[src/rtl/stream_rx_fifo_if.sv]
// Handshake bundle between the delay-line stream, the receive FIFO and its consumer.
// The o_drop_cnt member exists only when RX_DROP_CNT_EN is defined.
interface stream_rx_fifo_if #(
    parameter int WIDTH = 8,
    parameter int DEPTH = 4
);
    logic [WIDTH-1:0]         i_data;
    logic                     i_valid;
    logic                     i_ready;
    logic [WIDTH-1:0]         o_data;
    logic                     o_valid;
    logic                     o_full;
    logic [$clog2(DEPTH):0]   o_level;
    logic                     o_overflow;
`ifdef RX_DROP_CNT_EN
    logic [7:0]               o_drop_cnt;
`endif

`ifdef RX_DROP_CNT_EN
    modport master (output i_data, i_valid, i_ready,
                    input  o_data, o_valid, o_full, o_level, o_overflow, o_drop_cnt);
    modport slave  (input  i_data, i_valid, i_ready,
                    output o_data, o_valid, o_full, o_level, o_overflow, o_drop_cnt);
`else
    modport master (output i_data, i_valid, i_ready,
                    input  o_data, o_valid, o_full, o_level, o_overflow);
    modport slave  (input  i_data, i_valid, i_ready,
                    output o_data, o_valid, o_full, o_level, o_overflow);
`endif
endinterface

[src/rtl/stream_rx_fifo.sv]
// Show-ahead receive FIFO with no upstream backpressure; words arriving while full are dropped.
// Define RX_DROP_CNT_EN to add the saturating 8-bit dropped-word counter (o_drop_cnt).
module stream_rx_fifo #(
    parameter int WIDTH = 8,
    parameter int DEPTH = 4
) (
    input  logic             clk,
    input  logic             rst,
    stream_rx_fifo_if.slave  bus
);
    localparam int PW = (DEPTH > 1) ? $clog2(DEPTH) : 1;
    localparam int LW = $clog2(DEPTH) + 1;

    logic [WIDTH-1:0] mem [DEPTH];
    logic [PW-1:0]    wrPtr_q, wrPtr_d;
    logic [PW-1:0]    rdPtr_q, rdPtr_d;
    logic [LW-1:0]    level_q, level_d;
    logic             overflow_q, overflow_d;
    logic             empty, full, doRead, doWrite, doDrop;

    // Pointers wrap explicitly so that DEPTH need not be a power of two.
    function automatic logic [PW-1:0] nextPtr(input logic [PW-1:0] p);
        return (p == PW'(DEPTH - 1)) ? '0 : p + PW'(1);
    endfunction

    always_comb begin
        empty      = (level_q == '0);
        full       = (level_q == LW'(DEPTH));
        doRead     = !empty && bus.i_ready;
        doWrite    = bus.i_valid && (!full || doRead);
        doDrop     = bus.i_valid && full && !doRead;
        wrPtr_d    = wrPtr_q;
        rdPtr_d    = rdPtr_q;
        level_d    = level_q;
        overflow_d = overflow_q || doDrop;
        if (doWrite) wrPtr_d = nextPtr(wrPtr_q);
        if (doRead)  rdPtr_d = nextPtr(rdPtr_q);
        case ({doWrite, doRead})
            2'b10:   level_d = level_q + LW'(1);
            2'b01:   level_d = level_q - LW'(1);
            default: level_d = level_q;
        endcase
    end

    always_ff @(posedge clk) begin
        if (rst) begin
            wrPtr_q    <= '0;
            rdPtr_q    <= '0;
            level_q    <= '0;
            overflow_q <= 1'b0;
        end else begin
            wrPtr_q    <= wrPtr_d;
            rdPtr_q    <= rdPtr_d;
            level_q    <= level_d;
            overflow_q <= overflow_d;
        end
    end

    // Storage is deliberately not reset; empty-state output masking hides stale words.
    always_ff @(posedge clk) begin
        if (!rst && doWrite) begin
            mem[wrPtr_q] <= bus.i_data;
        end
    end

    assign bus.o_data     = empty ? '0 : mem[rdPtr_q];
    assign bus.o_valid    = !empty;
    assign bus.o_full     = full;
    assign bus.o_level    = level_q;
    assign bus.o_overflow = overflow_q;

`ifdef RX_DROP_CNT_EN
    logic [7:0] dropCnt_q, dropCnt_d;

    always_comb begin
        dropCnt_d = dropCnt_q;
        if (doDrop && (dropCnt_q != 8'hFF)) dropCnt_d = dropCnt_q + 8'd1;
    end

    always_ff @(posedge clk) begin
        if (rst) dropCnt_q <= '0;
        else     dropCnt_q <= dropCnt_d;
    end

    assign bus.o_drop_cnt = dropCnt_q;
`endif
endmodule

[src/flat_wrapper.sv]
// flat-port wrapper written by rule: the top's interface ports become plain ports
module stream_rx_fifo_flat 
#(
    parameter int WIDTH = 8,
    parameter int DEPTH = 4
)
  (clk, rst, bus_i_data, bus_i_valid, bus_i_ready, bus_o_data, bus_o_valid, bus_o_full, bus_o_level, bus_o_overflow);
  stream_rx_fifo_if #(.WIDTH(WIDTH), .DEPTH(DEPTH)) bus_i ();
  input  logic clk;
  input  logic rst;
  input wire logic [$bits(bus_i.i_data)-1:0] bus_i_data;
  input wire logic [$bits(bus_i.i_valid)-1:0] bus_i_valid;
  input wire logic [$bits(bus_i.i_ready)-1:0] bus_i_ready;
  output wire logic [$bits(bus_i.o_data)-1:0] bus_o_data;
  output wire logic [$bits(bus_i.o_valid)-1:0] bus_o_valid;
  output wire logic [$bits(bus_i.o_full)-1:0] bus_o_full;
  output wire logic [$bits(bus_i.o_level)-1:0] bus_o_level;
  output wire logic [$bits(bus_i.o_overflow)-1:0] bus_o_overflow;
  assign bus_i.i_data = bus_i_data;
  assign bus_i.i_valid = bus_i_valid;
  assign bus_i.i_ready = bus_i_ready;
  assign bus_o_data = bus_i.o_data;
  assign bus_o_valid = bus_i.o_valid;
  assign bus_o_full = bus_i.o_full;
  assign bus_o_level = bus_i.o_level;
  assign bus_o_overflow = bus_i.o_overflow;
  stream_rx_fifo #(.WIDTH(WIDTH), .DEPTH(DEPTH)) u_core (.clk(clk), .rst(rst), .bus(bus_i));
endmodule
[config.mk]
export PLATFORM = sky130hd
export DESIGN_NAME = stream_rx_fifo_flat
export DESIGN_NICKNAME = d
export VERILOG_FILES = /design/src/rtl/stream_rx_fifo_if.sv /design/src/rtl/stream_rx_fifo.sv /design/src/flat_wrapper.sv
export SDC_FILE = /design/constraint.sdc
export NUM_CORES = 1
export LEC_CHECK = 0
export ABC_AREA = 0
export CAP_MARGIN = 0
export CORE_MARGIN = 2
export CORE_UTILIZATION = 57
export DETAILED_ROUTE_END_ITERATION = 6
export GPL_TIMING_DRIVEN = 0
export PLACE_DENSITY = 0.89
export SYNTH_ARGS = -nofsm -noshare
export SYNTH_HDL_FRONTEND = slang
export SYNTH_SLANG_ARGS = --single-unit
[constraint.sdc]
create_clock -name clk -period 3.1 [get_ports clk]
set_clock_uncertainty 0.1 [all_clocks]
set_input_delay 0.31 -clock clk [delete_from_list [all_inputs] [get_ports clk]]
set_output_delay 0.31 -clock clk [all_outputs]
set_load 0.01 [all_outputs]
==> impl_metrics.env, run 1 <==
export IMPL_syn_avg_cell_area_sq_um=16.32
export IMPL_ir_worst_vdd_mv=0.4272
export IMPL_fin_crit_sh=0.8712
export IMPL_maxSlewViolCount=0
export IMPL_vias=968
export IMPL_cp_end_kind="primary output"
export IMPL_post_cts_buffers=0
export IMPL_rows=20
export IMPL_worst_pin_slew_ps=1193
export IMPL_netlist_area_leader_share=0.5501
export IMPL_async_flop_share=0
export IMPL_yosys_warnings=0
export IMPL_period_needed_ps=2701
export IMPL_portBuffers=25
export IMPL_wirelength_microns=2995
export IMPL_ios=26
export IMPL_drc=0
export IMPL_synth_seq_cells=42
export IMPL_cts_root_buf="clkbuf_4"
export IMPL_drive_gt1_frac=0.1489
export IMPL_clk_latency_ps=350
export IMPL_mostFrequentLayoutCell="edfxtp_1"
export IMPL_netlist_area_sq_um=1747
export IMPL_finalNetCount=159
export IMPL_clk_pin_slew_ps=110
export IMPL_critPathKind="reg -> out"
export IMPL_gp_congestion=0.6857
export IMPL_grt_use_total=0.1944
export IMPL_cts_buffers=5
export IMPL_cp_required_ps=2690
export IMPL_hold_class="reg -> reg"
export IMPL_wl_per_cell_microns=17.21
export IMPL_yosys_top_cells_area="edfxtp_1 (55%), dfxtp_1 (11%), mux4_2 (10%)"
export IMPL_grt_pass1_vias=952
export IMPL_cts_tree="done"
export IMPL_ctsResizeCount=0
export IMPL_setup_tns_ps=0
export IMPL_arrival_ps=2290
export IMPL_synth_edff_count=32
export IMPL_antenna_found_initial=0
export IMPL_grt_max_degree=13
export IMPL_rsz0062_at_grt="no"
export IMPL_hold_viol=0
export IMPL_syn_inst=107
export IMPL_final_cell_mix="edfxtp_1 (32), clkdlybuf4s50_1 (25), dfxtp_1 (10), inv_1 (8), mux4_2 (8)"
export IMPL_synthDistinctLibCells=26
export IMPL_cap_violations=0
export IMPL_die_h_microns=59.36
export IMPL_via_per_inst=5.563
export IMPL_overflow=0
export IMPL_setup_viol=0
export IMPL_initial_core_util=0.5866
export IMPL_cp_start_kind="flop"
export IMPL_drt_pass1_iter_count=4
export IMPL_die_w_microns=59.36
export IMPL_fp_coreArea_sq_um=2978
export IMPL_relSlewSlack=0.2031
export IMPL_yosysTopAreaCell="edfxtp_1"
export IMPL_cts_sinks=42
export IMPL_place_hpwl_microns=2087
export IMPL_p_leak_uw=0.0007644
export IMPL_critPathMaxFanout=9
export IMPL_ant_nets=0
export IMPL_grt_pass1_wl_microns=4588
export IMPL_yosysSeqAreaShare=0.6648
export IMPL_area_growth_pct=21.99
export IMPL_detailedRoute_firstIterationViolations=33
export IMPL_status="finished clean"
export IMPL_dieArea_sq_um=3523
export IMPL_n_antenna_cell=0
export IMPL_ys_flop_type="edfxtp_1"
export IMPL_p_per_area_nw_per_um2=749.2
export IMPL_syn_num_nets=126
export IMPL_max_freq_mhz=370.3
export IMPL_ctsHoldBuffers=0
export IMPL_clockBufferDepth=2
export IMPL_h_tree_depth=2
export IMPL_post_route_util=0.7155
==> Yosys cell counts, types with 3 or more instances <==
cell type   n
a21oi_1     3
inv_1       8
and2b_1     5
nor2_1      6
nor2b_1     3
edfxtp_1   32
ha_1        6
dfxtp_1    10
mux4_2      8
nor3b_1     4
==> through the flow <==
| stage | total power [uW] | hold slack [ps] | setup slack (ps) | std cells | area (sq um) |
|---|---|---|---|---|---|
| after floorplan | 1018 | 308.9 | 774.5 | 107 | 1747 |
| after global placement | 1247 | 354.1 | 365.7 | 165 | 2038 |
| after detailed placement | 1271 | 367.7 | 251.9 | 165 | 2038 |
| after CTS | 1606 | 391.5 | 309.2 | 173 | 2113 |
| after global routing | 1679 | 417.9 | 238.2 | 174 | 2131 |
| final | 1596 | 382.0 | 399.2 | 174 | 2131 |
==> cell families (layout without fill, tap and decap cells) <==
family          Yosys count  in the layout  share of synthesized area
compound gates            7              7                    0.02507
xor+xnor                  2              2                    0.01003
fa+ha+maj                 7              7                    0.05444
buf+inv                  12             46                    0.03080
flops                    42             42                     0.6648
mux                      11             11                     0.1232
simple gates             26             26                    0.09169
==> final timing paths <==
path                                                          from                            endpoint  slack, ps  cells after the start
worst min register to register    u_core.bus.o_overflow$_SDFF_PP0_    u_core.bus.o_overflow$_SDFF_PP0_        380                      2
worst max register to register  u_core.bus.o_level[2]$_SDFFE_PP0P_  u_core.bus.o_level[2]$_SDFFE_PP0P_        630                      9
worst max-delay path            u_core.bus.o_level[0]$_SDFFE_PP0P_                       bus_o_data[3]        400                      3
worst min-delay path              u_core.bus.o_overflow$_SDFF_PP0_    u_core.bus.o_overflow$_SDFF_PP0_        380                      2
==> state kept, by name, indices dropped and copies added, names as in the netlist, named ones only <==
| name | count |
|---|---|
| u_core.mem | 32 |
| u_core.rdPtr_q | 2 |
| u_core.wrPtr_q | 2 |
| u_core.bus.o_level | 3 |
| u_core.bus.o_overflow | 1 |
==> worst max-delay path, stage by stage, from the launching register on <==
cell             delay (ps)
dfxtp_1                 400
nor3_1                  800
and2b_1                 270
clkdlybuf4s50_1         470
==> report_power, final <==
group | internal (uW) | switching [uW]
Sequential | 656 | 43.1
Combinational | 313 | 244
Clock | 171 | 169
Total | 1140 | 456
==> per-layer routing <==
layer	track usage	wire (microns)	part of all wire	vias up
met5	0	0	0	-
met1	0.2289	1234	0.41	477
met2	0.3250	1595	0.53	19
li1	-	-	-	466
met3	0.07424	126	0.042	6
met4	0.06818	38	0.013	0
==> layout make-up <==
class / count / area [sq um]
well taps: 33 / 41.29
repair buffers: 26 / 257.7
flip-flops and latches: 42 / 1161
fillers: 201 / 847.1
inverters: 8 / 30.03
clock inverters: 1 / 30.03
plain buffers: 4 / 23.77
clock buffers: 7 / 45.04
multi-input cells: 53 / 541.8
Note: power is estimated with default switching activity, not from simulation.
==> run 2, diff against run 1 <==
Settings changed: CORE_MARGIN 2 to not set.
==> run 2 against run 1 <==
Hold slack better by 18 ps. Setup slack worse by 21 ps. Highest routed layer unchanged. Via count did not move. The run now ends with DRC left. Core utilization increased by 3.2 points.
==> impl_metrics.env, run 2 (same netlist as run 1, synthesis figures left out) <==
export IMPL_stdcell_count=171
export IMPL_h_tree_depth=2
export IMPL_wl_per_cell_microns=16.44
export IMPL_finalNetCount=158
export IMPL_ant_nets=0
export IMPL_grt_max_degree=14
export IMPL_maxSlewViolCount=0
export IMPL_final_cell_area_sq_um=2115
export IMPL_critPathKind="reg -> out"
export IMPL_swShare=0.2903
export IMPL_gp_congestion=0.7063
export IMPL_ir_worst_vdd_mv=0.4767
export IMPL_antenna_found_initial=0
export IMPL_n_antenna_cell=0
export IMPL_cts_root_buf="clkbuf_4"
export IMPL_cp_end_kind="primary output"
export IMPL_rows=19
export IMPL_post_route_util=0.7475
export IMPL_wirelength_microns=2811
export IMPL_fill_cells=184
export IMPL_die_w_microns=57.36
export IMPL_intPower_uw=1108
export IMPL_wl_met2_microns=1490
export IMPL_area_growth_pct=21.06
export IMPL_period_needed_ps=2722
export IMPL_setup_tns_ps=0
export IMPL_rsz0062_at_grt="no"
export IMPL_cts_sinks=42
export IMPL_place_area_sq_um=2036
export IMPL_max_freq_mhz=367.4
export IMPL_combPwrFrac=0.358
export IMPL_fin_crit_sh=0.8780
export IMPL_clk_pin_slew_ps=120
export IMPL_cp_required_ps=2690
export IMPL_p_leak_uw=0.0007564
export IMPL_highest_layer="met4"
export IMPL_cts_buffers=5
export IMPL_p_per_area_nw_per_um2=738.2
export IMPL_clockPowerShare=0.195
export IMPL_dieArea_sq_um=3290
export IMPL_setup_viol=0
export IMPL_critPathMaxFanout=9
export IMPL_arrival_ps=2310
export IMPL_clockBufferDepth=2
export IMPL_initial_core_util=0.6174
export IMPL_place_hpwl_microns=2013
export IMPL_seqPwrFrac=0.447
export IMPL_drc=3
export IMPL_vias=968
export IMPL_mostFrequentLayoutCell="edfxtp_1"
export IMPL_worst_pin_slew_ps=1333
export IMPL_die_h_microns=57.36
export IMPL_grt_pass1_wl_microns=4505
export IMPL_ctsHoldBuffers=0
export IMPL_drt_pass1_iter_count=6
export IMPL_hold_viol=0
export IMPL_hold_class="reg -> reg"
export IMPL_violations="DRC"
export IMPL_final_cell_mix="edfxtp_1 (32), clkdlybuf4s50_1 (25), dfxtp_1 (10), inv_1 (8), mux4_2 (8)"
export IMPL_ios=26
export IMPL_grt_use_total=0.1948
export IMPL_cts_tree="done"
export IMPL_overflow=0
export IMPL_largest_register="u_core.mem"
export IMPL_relSlewSlack=0.1095
export IMPL_detailedRoute_firstIterationViolations=34
export IMPL_wl_met3_microns=158
export IMPL_drive_gt1_frac=0.1429
export IMPL_via_per_inst=5.661
export IMPL_ctsResizeCount=0
export IMPL_cap_violations=0
export IMPL_status="complete, but fails checks"
export IMPL_met1_length_microns=1068
export IMPL_power_switching_uw=453.2
export IMPL_largest_register_ffs=32
export IMPL_post_cts_buffers=0
export IMPL_portBuffers=25
export IMPL_grt_pass1_vias=992
export IMPL_cp_start_kind="flop"
export IMPL_clk_latency_ps=340
export IMPL_place_inst=163
export IMPL_fp_coreArea_sq_um=2829
==> run 2: cell types whose count changed in the layout (fill, tap and decap cells not counted), sizes merged <==
cell      before  now
clkbuf        10    9
clkinvlp       0    1
bufinv         1    0
==> run 2: routing by layer <==
metal	GRT usage	vias to the layer above
li1	-	460
met1	0.2212	457
met2	0.3206	41
met3	0.05442	10
met4	0.1324	0
met5	0	-
==> run 2: power groups by stage <==
| stage | combinational, uW | sequential, uW | clock, uW |
|---|---|---|---|
| 3_5_place_dp | 558 | 710 | 0 |
| 6_report | 559 | 698 | 304 |
| 2_1_floorplan | 311 | 707 | 0 |
| 4_1_cts | 564 | 697 | 308 |
| 5_1_grt | 610 | 704 | 331 |
| 3_3_place_gp | 540 | 704 | 0 |
==> run 2: worst paths after layout <==
check | from | to | slack [ps] | cells after the start
worst min-delay path | u_core.bus.o_overflow$_SDFF_PP0_ | u_core.bus.o_overflow$_SDFF_PP0_ | 400 | 2
worst min register to register | u_core.bus.o_overflow$_SDFF_PP0_ | u_core.bus.o_overflow$_SDFF_PP0_ | 400 | 2
worst max register to register | u_core.bus.o_level[0]$_SDFFE_PP0P_ | u_core.mem[1][7]$_DFFE_PP_ | 670 | 4
worst max-delay path | u_core.bus.o_level[0]$_SDFFE_PP0P_ | bus_o_data[1] | 380 | 3
==> run 2: critical path, cell delays in order (launching register included) <==
cell and delay (ps):
dfxtp_1 390, nor3_1 800, and2b_1 280, clkdlybuf4s50_1 500
==> run 2: metrics by stage <==
step / worst slack (ps) / power (uW) / hold slack [ps]
floorplan: 774.5 / 1018 / 308.9
global placement: 384.2 / 1244 / 355.5
detailed placement: 341.7 / 1269 / 382.5
CTS: 372.7 / 1570 / 409.4
global route: 116.2 / 1646 / 446.5
finish: 378.2 / 1561 / 400.1
==> run 2: area by class of cell <==
class,count,area (sq um),area share
timing repair buffer,25,250.2,0.1183
inverter,8,30.03,0.01420
sequential,42,1161,0.5491
clock buffer,7,66.31,0.03136
tap,31,38.79,0.01834
buffer,4,23.77,0.01124
multi-input combinational,53,536.8,0.2538
clock inverter,1,7.507,0.003550
==> run 3, diff against run 2 <==
Settings changed: ABC_AREA 0 to 1, ABC_CLOCK_PERIOD_IN_PS set to 3100, PLACE_DENSITY 0.89 to 0.84.
==> run 3 against run 2 <==
The flow now finishes without violations. Area after synthesis up 6.6%. Count of clock-buffer cells in the layout grew 1. Synthesized cell count rose by 59%. Flip-flop and latch count did not move. Design area grew 4.8%.
==> impl_metrics.env, run 3 <==
export IMPL_status="finished clean"
export IMPL_critPathKind="reg -> out"
export IMPL_mostFrequentLayoutCell="edfxtp_1"
export IMPL_finalNetCount=221
export IMPL_largest_register_ffs=32
export IMPL_synth_commonest_cells="edfxtp_1 (32), nor2_1 (31), a21oi_1 (15)"
export IMPL_rows=20
export IMPL_die_h_microns=59.15
export IMPL_clk_latency_ps=340
export IMPL_hold_viol=0
export IMPL_yosys_top_cells_area="edfxtp_1 (52%), dfxtp_1 (11%), nor2_1 (6.3%)"
export IMPL_overflow=0
export IMPL_wirelength_microns=3477
export IMPL_ant_nets=0
export IMPL_p_leak_uw=0.0008241
export IMPL_synth_edff_count=32
export IMPL_drt_pass1_iter_count=4
export IMPL_min_delay_path_depth=2
export IMPL_initial_core_util=0.6049
export IMPL_ir_worst_vdd_mv=0.5053
export IMPL_finalPower_uw=1677
export IMPL_antenna_found_initial=0
export IMPL_r2r_cells=13
export IMPL_drc=0
export IMPL_cts_tree="done"
export IMPL_yosysTopAreaCell="edfxtp_1"
export IMPL_period_needed_ps=2299
export IMPL_clockBufferDepth=2
export IMPL_critPathMaxFanout=10
export IMPL_setup_tns_ps=0
export IMPL_ios=26
export IMPL_cts_sinks=42
export IMPL_area_growth_pct=19.02
export IMPL_gp_congestion=0.7862
export IMPL_worst_pin_slew_ps=864.0
export IMPL_cp_end_kind="primary output"
export IMPL_syn_avg_cell_area_sq_um=10.95
export IMPL_syn_inst=170
export IMPL_relSlewSlack=0.4218
export IMPL_arrival_ps=1890
export IMPL_ctsResizeCount=0
export IMPL_cts_root_buf="clkbuf_4"
export IMPL_synth_most_common_cell="edfxtp_1"
export IMPL_vias=1255
export IMPL_setup_viol=0
export IMPL_max_freq_mhz=434.9
export IMPL_wl_per_cell_microns=14.08
export IMPL_detailedRoute_firstIterationViolations=73
export IMPL_yosysSeqAreaShare=0.6237
export IMPL_synthDistinctLibCells=23
export IMPL_async_flop_share=0
export IMPL_ctsHoldBuffers=0
export IMPL_cap_violations=0
export IMPL_netlist_area_leader_share=0.5161
export IMPL_syn_num_nets=189
export IMPL_grt_use_total=0.2282
export IMPL_post_cts_buffers=0
export IMPL_place_hpwl_microns=2381
export IMPL_fin_crit_sh=0.7417
export IMPL_timing_rr_start="u_core.bus.o_level[0]$_SDFFE_PP0P_"
export IMPL_via_per_inst=5.081
export IMPL_cp_required_ps=2690
export IMPL_drive_gt1_frac=0.1478
export IMPL_hold_class="reg -> reg"
export IMPL_portBuffers=25
export IMPL_clk_pin_slew_ps=110
export IMPL_grt_pass1_wl_microns=5595
export IMPL_yosys_warnings=0
export IMPL_fp_coreArea_sq_um=3078
export IMPL_die_w_microns=59.15
export IMPL_dieArea_sq_um=3499
export IMPL_cp_start_kind="flop"
export IMPL_final_cell_mix="edfxtp_1 (32), nor2_1 (31), clkdlybuf4s50_1 (25), a21oi_1 (15), inv_1 (14)"
export IMPL_grt_pass1_vias=1214
export IMPL_largest_register="u_core.mem"
export IMPL_p_per_area_nw_per_um2=756.9
export IMPL_ys_flop_type="edfxtp_1"
export IMPL_netlist_area_sq_um=1862
export IMPL_hp_start="u_core.bus.o_overflow$_SDFF_PP0_"
export IMPL_maxSlewViolCount=0
export IMPL_grt_max_degree=13
export IMPL_cts_buffers=5
export IMPL_h_tree_depth=2
export IMPL_synth_seq_cells=42
export IMPL_n_antenna_cell=0
export IMPL_rsz0062_at_grt="no"
## run 3: critical path: stages, from the launching register on
cell             delay [ps]
dfxtp_1                 350
buf_6                   140
buf_12                  150
nor2_2                   50
nor2_1                   80
o21ai_1                  80
a21oi_1                 140
clkdlybuf4s50_1         570
## run 3: kinds of logic (layout without fill, tap and decap cells)
family                     count (synthesis)  count (layout)  synth area share
DFF                                       42              42            0.6237
and+or+nand+nor                           65              65            0.1714
AOI/OAI and AO/OA                         33              33           0.08871
adders and majority gates                  7               7           0.05107
buffers and inverters                     23              56           0.06519
## run 3: through the flow
step                hold slack (ps)  area (sq um)  cells  setup WS [ps]  utilization
floorplan                     279.1          1862    170           1211            -
global placement              336.1          2167    239          786.2       0.7041
detailed placement            350.3          2167    239          707.9       0.7041
CTS                           364.1          2216    247          771.0       0.7199
global route                  395.2          2216    247          692.3       0.7199
finish                        364.2          2216    247          800.7       0.7199
## run 3: area by class of cell
cell class,instances,area (sq um)
tap,44,55.05
inverter,19,71.32
clock buffer,8,48.80
sequential,42,1161
fill,237,862.1
multi-input combinational,105,579.3
buffer,4,50.05
timing repair buffer,25,250.2
## run 3: metal layers
layer | vias up | GRT usage | wire (microns)
met5 | - | 0 | 0
met4 | 0 | 0.09524 | 42
met3 | 5 | 0.04585 | 155
met2 | 32 | 0.3750 | 1783
met1 | 581 | 0.2966 | 1495
li1 | 637 | - | -
## run 3: final timing paths
path | endpoint | slack [ps]
hold reg to reg | u_core.bus.o_overflow$_SDFF_PP0_ | 360
setup / recovery | bus_o_data[3] | 800
setup reg to reg | u_core.bus.o_level[2]$_SDFFE_PP0P_ | 1090
hold / removal | u_core.bus.o_overflow$_SDFF_PP0_ | 360
## run 3: power breakdown
group | internal (uW) | total (uW) | switching [uW]
combinational | 339 | 724 | 385
sequential | 659 | 703 | 43.5
clock | 90.6 | 250 | 160
total | 1090 | 1680 | 588
